===== config.mk =====
export PLATFORM = sky130hd
export DESIGN_NAME = kmeans_sram_arbiter
export DESIGN_NICKNAME = d
export VERILOG_FILES = /design/src/rtl/kmeans_pkg.sv /design/src/rtl/kmeans_rr_arb.sv /design/src/rtl/kmeans_sram_arbiter.sv
export SDC_FILE = /design/constraint.sdc
export NUM_CORES = 1
export LEC_CHECK = 0
export CORE_MARGIN = 10
export CORE_UTILIZATION = 42
export CTS_BUF_LIST = sky130_fd_sc_hd__clkbuf_8
export CTS_CLUSTER_SIZE = 10
export DETAILED_ROUTE_END_ITERATION = 8
export PLACE_DENSITY = 0.95
export SYNTH_ARGS = -nofsm -noshare
export SYNTH_HDL_FRONTEND = slang
export SYNTH_SLANG_ARGS = --single-unit

===== constraint.sdc =====
create_clock -name clk -period 5.8 [get_ports clk]
set_input_delay 1.16 -clock clk [delete_from_list [all_inputs] [get_ports clk]]
set_output_delay 1.16 -clock clk [all_outputs]
set_load 0.01 [all_outputs]

===== src/rtl/kmeans_pkg.sv =====
// kmeans_pkg
// Shared constants for the kMeans data-SRAM slice: SRAM geometry, number of
// SRAM requesters and their fixed indices, plus a helper that sizes the
// binary requester-index fields.
package kmeans_pkg;

   localparam int AW        = 12;    // SRAM address width
   localparam int DW        = 16;    // SRAM word: {x[7:0], y[7:0]}
   localparam int DATA_SIZE = 4096;  // SRAM depth in words
   localparam int NUM_REQ   = 3;     // requesters sharing the SRAM

   localparam int REQ_LOAD  = 0;     // input loader (write stream)
   localparam int REQ_GROUP = 1;     // group/accumulate reader
   localparam int REQ_HOST  = 2;     // host/debug readback

   // Width of a binary index into n requesters; never narrower than 1 bit.
   function automatic int idx_width(input int n);
      return (n > 1) ? $clog2(n) : 1;
   endfunction

endpackage


===== src/rtl/kmeans_rr_arb.sv =====
// kmeans_rr_arb
// Round-robin arbiter with a per-requester burst lock.
// Ports:
//   clk, rst_n   clock, synchronous active-low reset
//   req[N]       request per requester
//   lock[N]      keep the grant while req stays high
//   gnt[N]       one-hot grant (combinational), zero while in reset
//   gnt_idx      binary index of the granted requester (valid with accept)
//   accept       a grant is being issued this cycle
// Owns the round-robin "last granted" pointer and the lock-owner register.
module kmeans_rr_arb
   import kmeans_pkg::*;
#(
   parameter int N = kmeans_pkg::NUM_REQ,
   localparam int IW = idx_width(N)
) (
   input  logic          clk,
   input  logic          rst_n,
   input  logic [N-1:0]  req,
   input  logic [N-1:0]  lock,
   output logic [N-1:0]  gnt,
   output logic [IW-1:0] gnt_idx,
   output logic          accept
);

   logic [IW-1:0] last_reg;
   logic [IW-1:0] owner_reg;
   logic          owner_vld_reg;

   logic [IW-1:0] pick_idx;
   logic          pick_vld;

   // Selection. A live lock owner wins outright; otherwise scan the indices
   // after last_reg. The scan runs from the farthest candidate down to the
   // nearest so the nearest requesting index is the one left standing.
   always_comb begin
      int cand;
      cand     = 0;
      pick_idx = '0;
      pick_vld = 1'b0;
      if (owner_vld_reg && req[owner_reg]) begin
         pick_idx = owner_reg;
         pick_vld = 1'b1;
      end else begin
         for (int k = N; k >= 1; k--) begin
            cand = int'(last_reg) + k;
            if (cand >= N) begin
               cand = cand - N;
            end
            if (req[IW'(cand)]) begin
               pick_idx = IW'(cand);
               pick_vld = 1'b1;
            end
         end
      end
      if (!rst_n) begin
         pick_vld = 1'b0;
      end
   end

   always_comb begin
      gnt = '0;
      if (pick_vld) begin
         gnt[pick_idx] = 1'b1;
      end
   end

   assign gnt_idx = pick_idx;
   assign accept  = pick_vld;

   // A grant is only issued to a requesting index, so "no grant" also means
   // the lock owner has dropped req: the lock is released in that case.
   always_ff @(posedge clk) begin
      if (!rst_n) begin
         last_reg      <= IW'(N - 1);
         owner_reg     <= '0;
         owner_vld_reg <= 1'b0;
      end else if (pick_vld) begin
         last_reg      <= pick_idx;
         owner_reg     <= pick_idx;
         owner_vld_reg <= lock[pick_idx];
      end else begin
         owner_vld_reg <= 1'b0;
      end
   end

endmodule


===== src/rtl/kmeans_sram_arbiter.sv =====
// kmeans_sram_arbiter
// Shares the single-port data SRAM between NUM_REQ requesters (loader,
// grouper, host). One SRAM access per cycle, round-robin with burst lock;
// read data returns in order with a one-hot rvalid naming its requester.
// Ports:
//   clk, rst_n          clock, synchronous active-low reset
//   req/we/lock[NUM_REQ] per-requester request, write enable, burst lock
//   addr, wdata         packed per-requester address / write data
//   gnt                 one-hot combinational grant
//   rvalid, rdata       registered read return (rdata shared, held when idle)
//   busy                registered, high while any read is in flight
//   mem_a/mem_di/mem_web  registered SRAM address, write data, write enable (low)
//   mem_do              SRAM read data, valid one cycle after mem_a
// Read latency is 3 cycles from accept to rvalid.
module kmeans_sram_arbiter
   import kmeans_pkg::*;
#(
   parameter int NUM_REQ = kmeans_pkg::NUM_REQ,
   parameter int AW      = kmeans_pkg::AW,
   parameter int DW      = kmeans_pkg::DW
) (
   input  logic                  clk,
   input  logic                  rst_n,
   input  logic [NUM_REQ-1:0]    req,
   input  logic [NUM_REQ-1:0]    we,
   input  logic [NUM_REQ-1:0]    lock,
   input  logic [NUM_REQ*AW-1:0] addr,
   input  logic [NUM_REQ*DW-1:0] wdata,
   output logic [NUM_REQ-1:0]    gnt,
   output logic [NUM_REQ-1:0]    rvalid,
   output logic [DW-1:0]         rdata,
   output logic                  busy,
   output logic [AW-1:0]         mem_a,
   output logic [DW-1:0]         mem_di,
   output logic                  mem_web,
   input  logic [DW-1:0]         mem_do
);

   localparam int IW = idx_width(NUM_REQ);

   logic [AW-1:0] addr_arr  [NUM_REQ];
   logic [DW-1:0] wdata_arr [NUM_REQ];

   generate
      for (genvar gi = 0; gi < NUM_REQ; gi++) begin : g_unpack
         assign addr_arr[gi]  = addr[gi*AW +: AW];
         assign wdata_arr[gi] = wdata[gi*DW +: DW];
      end
   endgenerate

   logic [IW-1:0] gnt_idx;
   logic          accept;
   logic          read_acc;

   kmeans_rr_arb #(
      .N (NUM_REQ)
   ) u_arb (
      .clk     (clk),
      .rst_n   (rst_n),
      .req     (req),
      .lock    (lock),
      .gnt     (gnt),
      .gnt_idx (gnt_idx),
      .accept  (accept)
   );

   assign read_acc = accept & ~we[gnt_idx];

   logic [AW-1:0]      mem_a_reg;
   logic [DW-1:0]      mem_di_reg;
   logic               mem_web_reg;
   // Tag pipe: stage 0 follows the SRAM address cycle, stage 1 lines up
   // with mem_do being valid.
   logic               tag0_vld_reg;
   logic [IW-1:0]      tag0_idx_reg;
   logic               tag1_vld_reg;
   logic [IW-1:0]      tag1_idx_reg;
   logic [NUM_REQ-1:0] rvalid_reg;
   logic [NUM_REQ-1:0] rvalid_next;
   logic [DW-1:0]      rdata_reg;
   logic               busy_reg;

   always_comb begin
      rvalid_next = '0;
      if (tag1_vld_reg) begin
         rvalid_next[tag1_idx_reg] = 1'b1;
      end
   end

   always_ff @(posedge clk) begin
      if (!rst_n) begin
         mem_a_reg    <= '0;
         mem_di_reg   <= '0;
         mem_web_reg  <= 1'b1;
         tag0_vld_reg <= 1'b0;
         tag0_idx_reg <= '0;
         tag1_vld_reg <= 1'b0;
         tag1_idx_reg <= '0;
         rvalid_reg   <= '0;
         rdata_reg    <= '0;
         busy_reg     <= 1'b0;
      end else begin
         if (accept) begin
            mem_a_reg   <= addr_arr[gnt_idx];
            mem_di_reg  <= wdata_arr[gnt_idx];
            mem_web_reg <= ~we[gnt_idx];
         end else begin
            // Idle cycle: harmless read of the held address, result dropped.
            mem_web_reg <= 1'b1;
         end
         tag0_vld_reg <= read_acc;
         tag0_idx_reg <= gnt_idx;
         tag1_vld_reg <= tag0_vld_reg;
         tag1_idx_reg <= tag0_idx_reg;
         rvalid_reg   <= rvalid_next;
         if (tag1_vld_reg) begin
            rdata_reg <= mem_do;
         end
         // Value the tag stages take after this edge.
         busy_reg     <= read_acc | tag0_vld_reg;
      end
   end

   assign mem_a   = mem_a_reg;
   assign mem_di  = mem_di_reg;
   assign mem_web = mem_web_reg;
   assign rvalid  = rvalid_reg;
   assign rdata   = rdata_reg;
   assign busy    = busy_reg;

endmodule


## Word level (Yosys, flattened, before mapping)

Cells that the tools add are included.

- Flip-flop bits (word level): 60

- Add/subtract/negate cells: 6
- Order comparisons: 12
- Mux-type cells: 41
- Bitwise gates (word level): 4
- Reductions and logical operators: 5

Operators by type and width:

| cell | count |
|---|---|
| binary-select mux 16 bit (select 2 bit) | 1 |
| 2-to-1 mux 16 bit | 2 |
| binary-select mux 12 bit (select 2 bit) | 1 |
| 2-to-1 mux 12 bit | 2 |
| 2-to-1 mux 2 bit | 10 |
| 2-to-1 mux 1 bit | 16 |
| binary-select mux 1 bit (select 2 bit) | 6 |
| < comparator 2 x 4 -> 1 bit (second input constant) | 3 |
| >= comparator 3 x 2 -> 1 bit (second input constant) | 3 |
| < comparator 2 x 3 -> 1 bit (second input constant) | 3 |
| adder 2 x 2 -> 3 bit (second input constant) | 2 |
| subtractor 2 x 1 -> 2 bit (second input constant) | 3 |
| demux 1 bit (select 2 bit) | 2 |
| >= comparator 2 x 1 -> 1 bit (second input constant) | 2 |
| AND reduction 2 bit | 2 |
| adder 2 x 1 -> 3 bit (second input constant) | 1 |
| >= comparator 3 bit (second input constant) | 1 |
| logical AND 1 bit | 3 |
| 2-to-1 mux 3 bit | 1 |
| inverter 2 -> 3 bit | 1 |
| bitwise AND 1 bit | 1 |
| inverter 1 bit | 1 |
| bitwise OR 1 bit | 1 |

## Depth between registers and ports, before layout

- Depth in word-level cells: 16
- Gate-level depth with buffers: 11

## Hierarchy

A second synthesis with hierarchy kept.

- Cells, all modules: 325
- Area total of the unflattened synthesis: 2972.9 sq um

Modules (own cells, without submodules):

| module | times used | cells each | area each (sq um) | seq. area each (sq um) |
|---|---|---|---|---|
| kmeans_sram_arbiter | 1 | 266 | 2506.2 | 1101.1 |
| kmeans_rr_arb | 1 | 59 | 466.7 | 80.1 |

## Least setup slack after synthesis

OpenSTA, ideal clock, no wires.

- Path kind: in2out
- Start point: input port req[2]
- End point: output port gnt[0]
- Data arrival time: 2.291 ns
- Required time: 4.640 ns
- Slack: 2.349 ns
- Stages on the path: 6
- Buffers on the path: 0
- Path through: mux2i_1 -> o21a_1 -> nand2b_4 -> mux2i_1 -> nand2_1 -> a21oi_1

- Longest elaborated chain between the ends: 12

RTL lines:

| element | line | RTL |
|---|---|---|
| start, declared | kmeans_sram_arbiter.sv:24 | `input logic [NUM_REQ-1:0] req,` |
| binary-select mux 1 bit (select 2 bit) | kmeans_rr_arb.sv:50 | `if (req[IW'(cand)]) begin` |
| 2-to-1 mux 1 bit (implied by the code) (2 in a row) | kmeans_rr_arb.sv:50 |  |
| 2-to-1 mux 2 bit (3 in a row) | kmeans_rr_arb.sv:50 |  |
| 2-to-1 mux 2 bit | kmeans_rr_arb.sv:41 | `if (owner_vld_reg && req[owner_reg]) begin` |
| < comparator 2 x 3 -> 1 bit (implied by the code) / >= comparator 2 x 1 -> 1 bit (equally long branches) | kmeans_rr_arb.sv:64 | `gnt[pick_idx] = 1'b1;` |
| logical AND 1 bit (implied by the code) | kmeans_rr_arb.sv:64 |  |
| 2-to-1 mux 1 bit (implied by the code) | kmeans_rr_arb.sv:64 |  |
| demux 1 bit (select 2 bit) | n/a |  |
| 2-to-1 mux 3 bit * | kmeans_rr_arb.sv:63 | `if (pick_vld) begin` |
| end, declared | kmeans_sram_arbiter.sv:29 | `output logic [NUM_REQ-1:0] gnt,` |

Mark *: on every way between the ends. The rest lies on a longest branch, timed or not. The select of a mux whose other input is x is not followed.

## Worst setup path in the final report

- Start point: input port req[0]
- End point: output port gnt[0]

Same word-level chain as after synthesis.

==> impl_metrics.ini <==
[route]
drc = 0
first_pass_iters = 5
wire_per_inst_um = 17.8
route.vias.total = 2971
ant_nets = 0
wirelength_um = 9910
drt_iter0_markers = 87
avgViaCountPerCell = 5.33

[synthesis]
synth_top_area_share_pct = 42.6
syn_area_per_cell_um2 = 8.61
yosys-top-cells-area = dfxtp_1, a221oi_1, mux2i_1
synth_nets = 436
synth_edf_count = 0
synth_most_common_cell = dfxtp_1
ys_async_sr_fraction_pct = 0
ys_seq_area_share_pct = 42.6
syn_inst = 322
synth_ff_type = dfxtp_1
yosys_warnings = 0
synth_cell_types = 37
netlist_top_cells_count = dfxtp_1, o21ai_0, nand2_1
synth_area_mm2 = 0.00277
synth_top_area_cell = dfxtp_1
ys_ff_latch = 59

[clock_tree]
cts_made_buffers = 9
worst_skew_pair.late_latency_ps = 320
postCtsHoldBufs = 0
cts.path.max_buffers = 2
post_cts_resized = 0
cts_htree_levels = 3
root_buffer = clkbuf_8
post_cts_buffers = 0
cts.clk_slew.worst_paths_ps = 60
clock-sinks = 59
cts_tree = done

[critical_path]
r2r-start = u_arb.owner_reg[0]$_SDFFE_PN0P_
r2r-end = mem_di[11]$_SDFFE_PN0P_
worstPathMaxFanout = 32
crit_start = req[0]
cp-end-kind = output port
startpoint_type = input pin
worst-r2r-setup-slack_ps = 2640
required_ps = 4640
critPathKind = in -> out
cp_data_arrival_time_ps = 4240
worstRegToRegCells = 9

[timing]
period_share_pct = 93.0
worst_slack_ps = 403
max_freq_ghz = 0.185
setup_viol = 0
worst_slew_pin_slew_ps = 1000
slew_headroom_pct = 33.1
finalMaxSlewViolations = 0
fin_crit_ps = 5400
skew_ps = 4.10
fin_setup_tns_ps = 0
hold_violations = 0
rsz0062_at_grt = false

[final_layout]
fin_nets = 590
drive_gt1_share_pct = 5.63
fill_cells = 463
diodes = 0
fin_area_mm2 = 0.00465
area_delta_synth_final_pct = 67.9

[pwr]
ir_drop_v = 0.000228
finalPower_mw = 1.97
p_leak_nw = 1.71
powerDensity_mw_per_mm2 = 424

[die]
die-area_mm2 = 0.0102
core_mm2 = 0.00639
row_count = 29
ios = 163
die_h_um = 101
die_w_um = 101
start_util_pct = 43.4

[min_path]
whs_path_depth = 1
hold_path_class = reg -> reg
holdPathEnd = rvalid[1]$_SDFF_PN0_
hold_start = tag1_idx_reg[1]$_SDFF_PN0_

[grt]
grt_max_degree = 33
grt.overflow.total = 0
grt_pass1_wl_um = 15400
grt_pass1_vias = 3158
grt_usage_pct = 18.9
antenna_found_initial = 0

[placement]
dp_slack_ps = 398
dp_hpwl_um = 8110
routabilityCongestion = 0.827
port_buffers = 162
dpl_cell_area_mm2 = 0.00444

[outcome]
outcome = complete, no violations

[flow_run]
cap_violations = 0
## metal layers
| layer | global-route usage, % | share of wire, % | wire (um) | up-vias |
|---|---|---|---|---|
| met5 | 0 | 0 | 0 | - |
| met1 | 17.8 | 36 | 3530 | 1333 |
| met3 | 12.7 | 15 | 1510 | 17 |
| met4 | 7.82 | 1.8 | 179 | 0 |
| li1 | - | - | - | 1459 |
| met2 | 31.6 | 47 | 4700 | 162 |
## worst max-delay path by stage
stage and endpoint:
4_1_cts gnt[0], 5_1_grt gnt[0], 2_1_floorplan gnt[0], 6_report gnt[0], 3_3_place_gp gnt[0], 3_5_place_dp gnt[0]
## cell families (layout without fill, tap and decap cells)
kind of cell    Yosys count  in the layout  synth area share [%]
buf+inv                  31            189                  4.65
compound gates          103            103                  24.4
fa+ha+maj                 3              3                  1.35
simple gates            102            102                  18.1
mux                      24             24                  8.89
flops                    59             59                  42.6
## critical path, cell delays in order
cell and delay, ps:
clkdlybuf4s50_1 570, mux2i_1 120, o21a_1 220, nor2_1 210
o31a_1 850, nand2_1 300, a21oi_1 210, clkdlybuf4s50_1 590
## stage by stage
step / utilization, % / hold slack (ps) / std cells
floorplan: - / 412 / 322
CTS: 72.9 / 442 / 557
detailed placement: 69.5 / 432 / 542
global placement: 69.5 / 419 / 542
global route: 72.9 / 470 / 557
finish: 72.9 / 441 / 557
## final cells by class
cell class | instances | area [um^2] | share of cell area, %
multi-input combinational | 232 | 1470 | 31.7
inverter | 6 | 22.5 | 0.484
clock inverter | 2 | 33.8 | 0.726
sequential | 59 | 1180 | 25.4
tap | 77 | 96.3 | 2.07
clock buffer | 13 | 179 | 3.85
timing repair buffer | 168 | 1670 | 35.8
## cell usage in the layout, fill, tap and decap left out, types with 2 or more instances in the layout
cell / count
nor2_1: 26
buf_4: 6
clkdlybuf4s50_1: 162
nand2_1: 35
clkbuf_8: 13
mux2i_1: 21
inv_1: 6
o21ai_0: 44
and2_1: 31
ha_1: 3
nor3b_1: 2
a221oi_1: 28
o21ai_1: 16
or3_1: 2
o21a_1: 2
dfxtp_1: 59
## report_power, final
part           internal, mW  switching (mW)
clock                 0.242           0.148
combinational         0.487           0.502
sequential            0.519          0.0728
total                  1.25           0.723
Note: power is estimated with default switching activity, not from simulation.
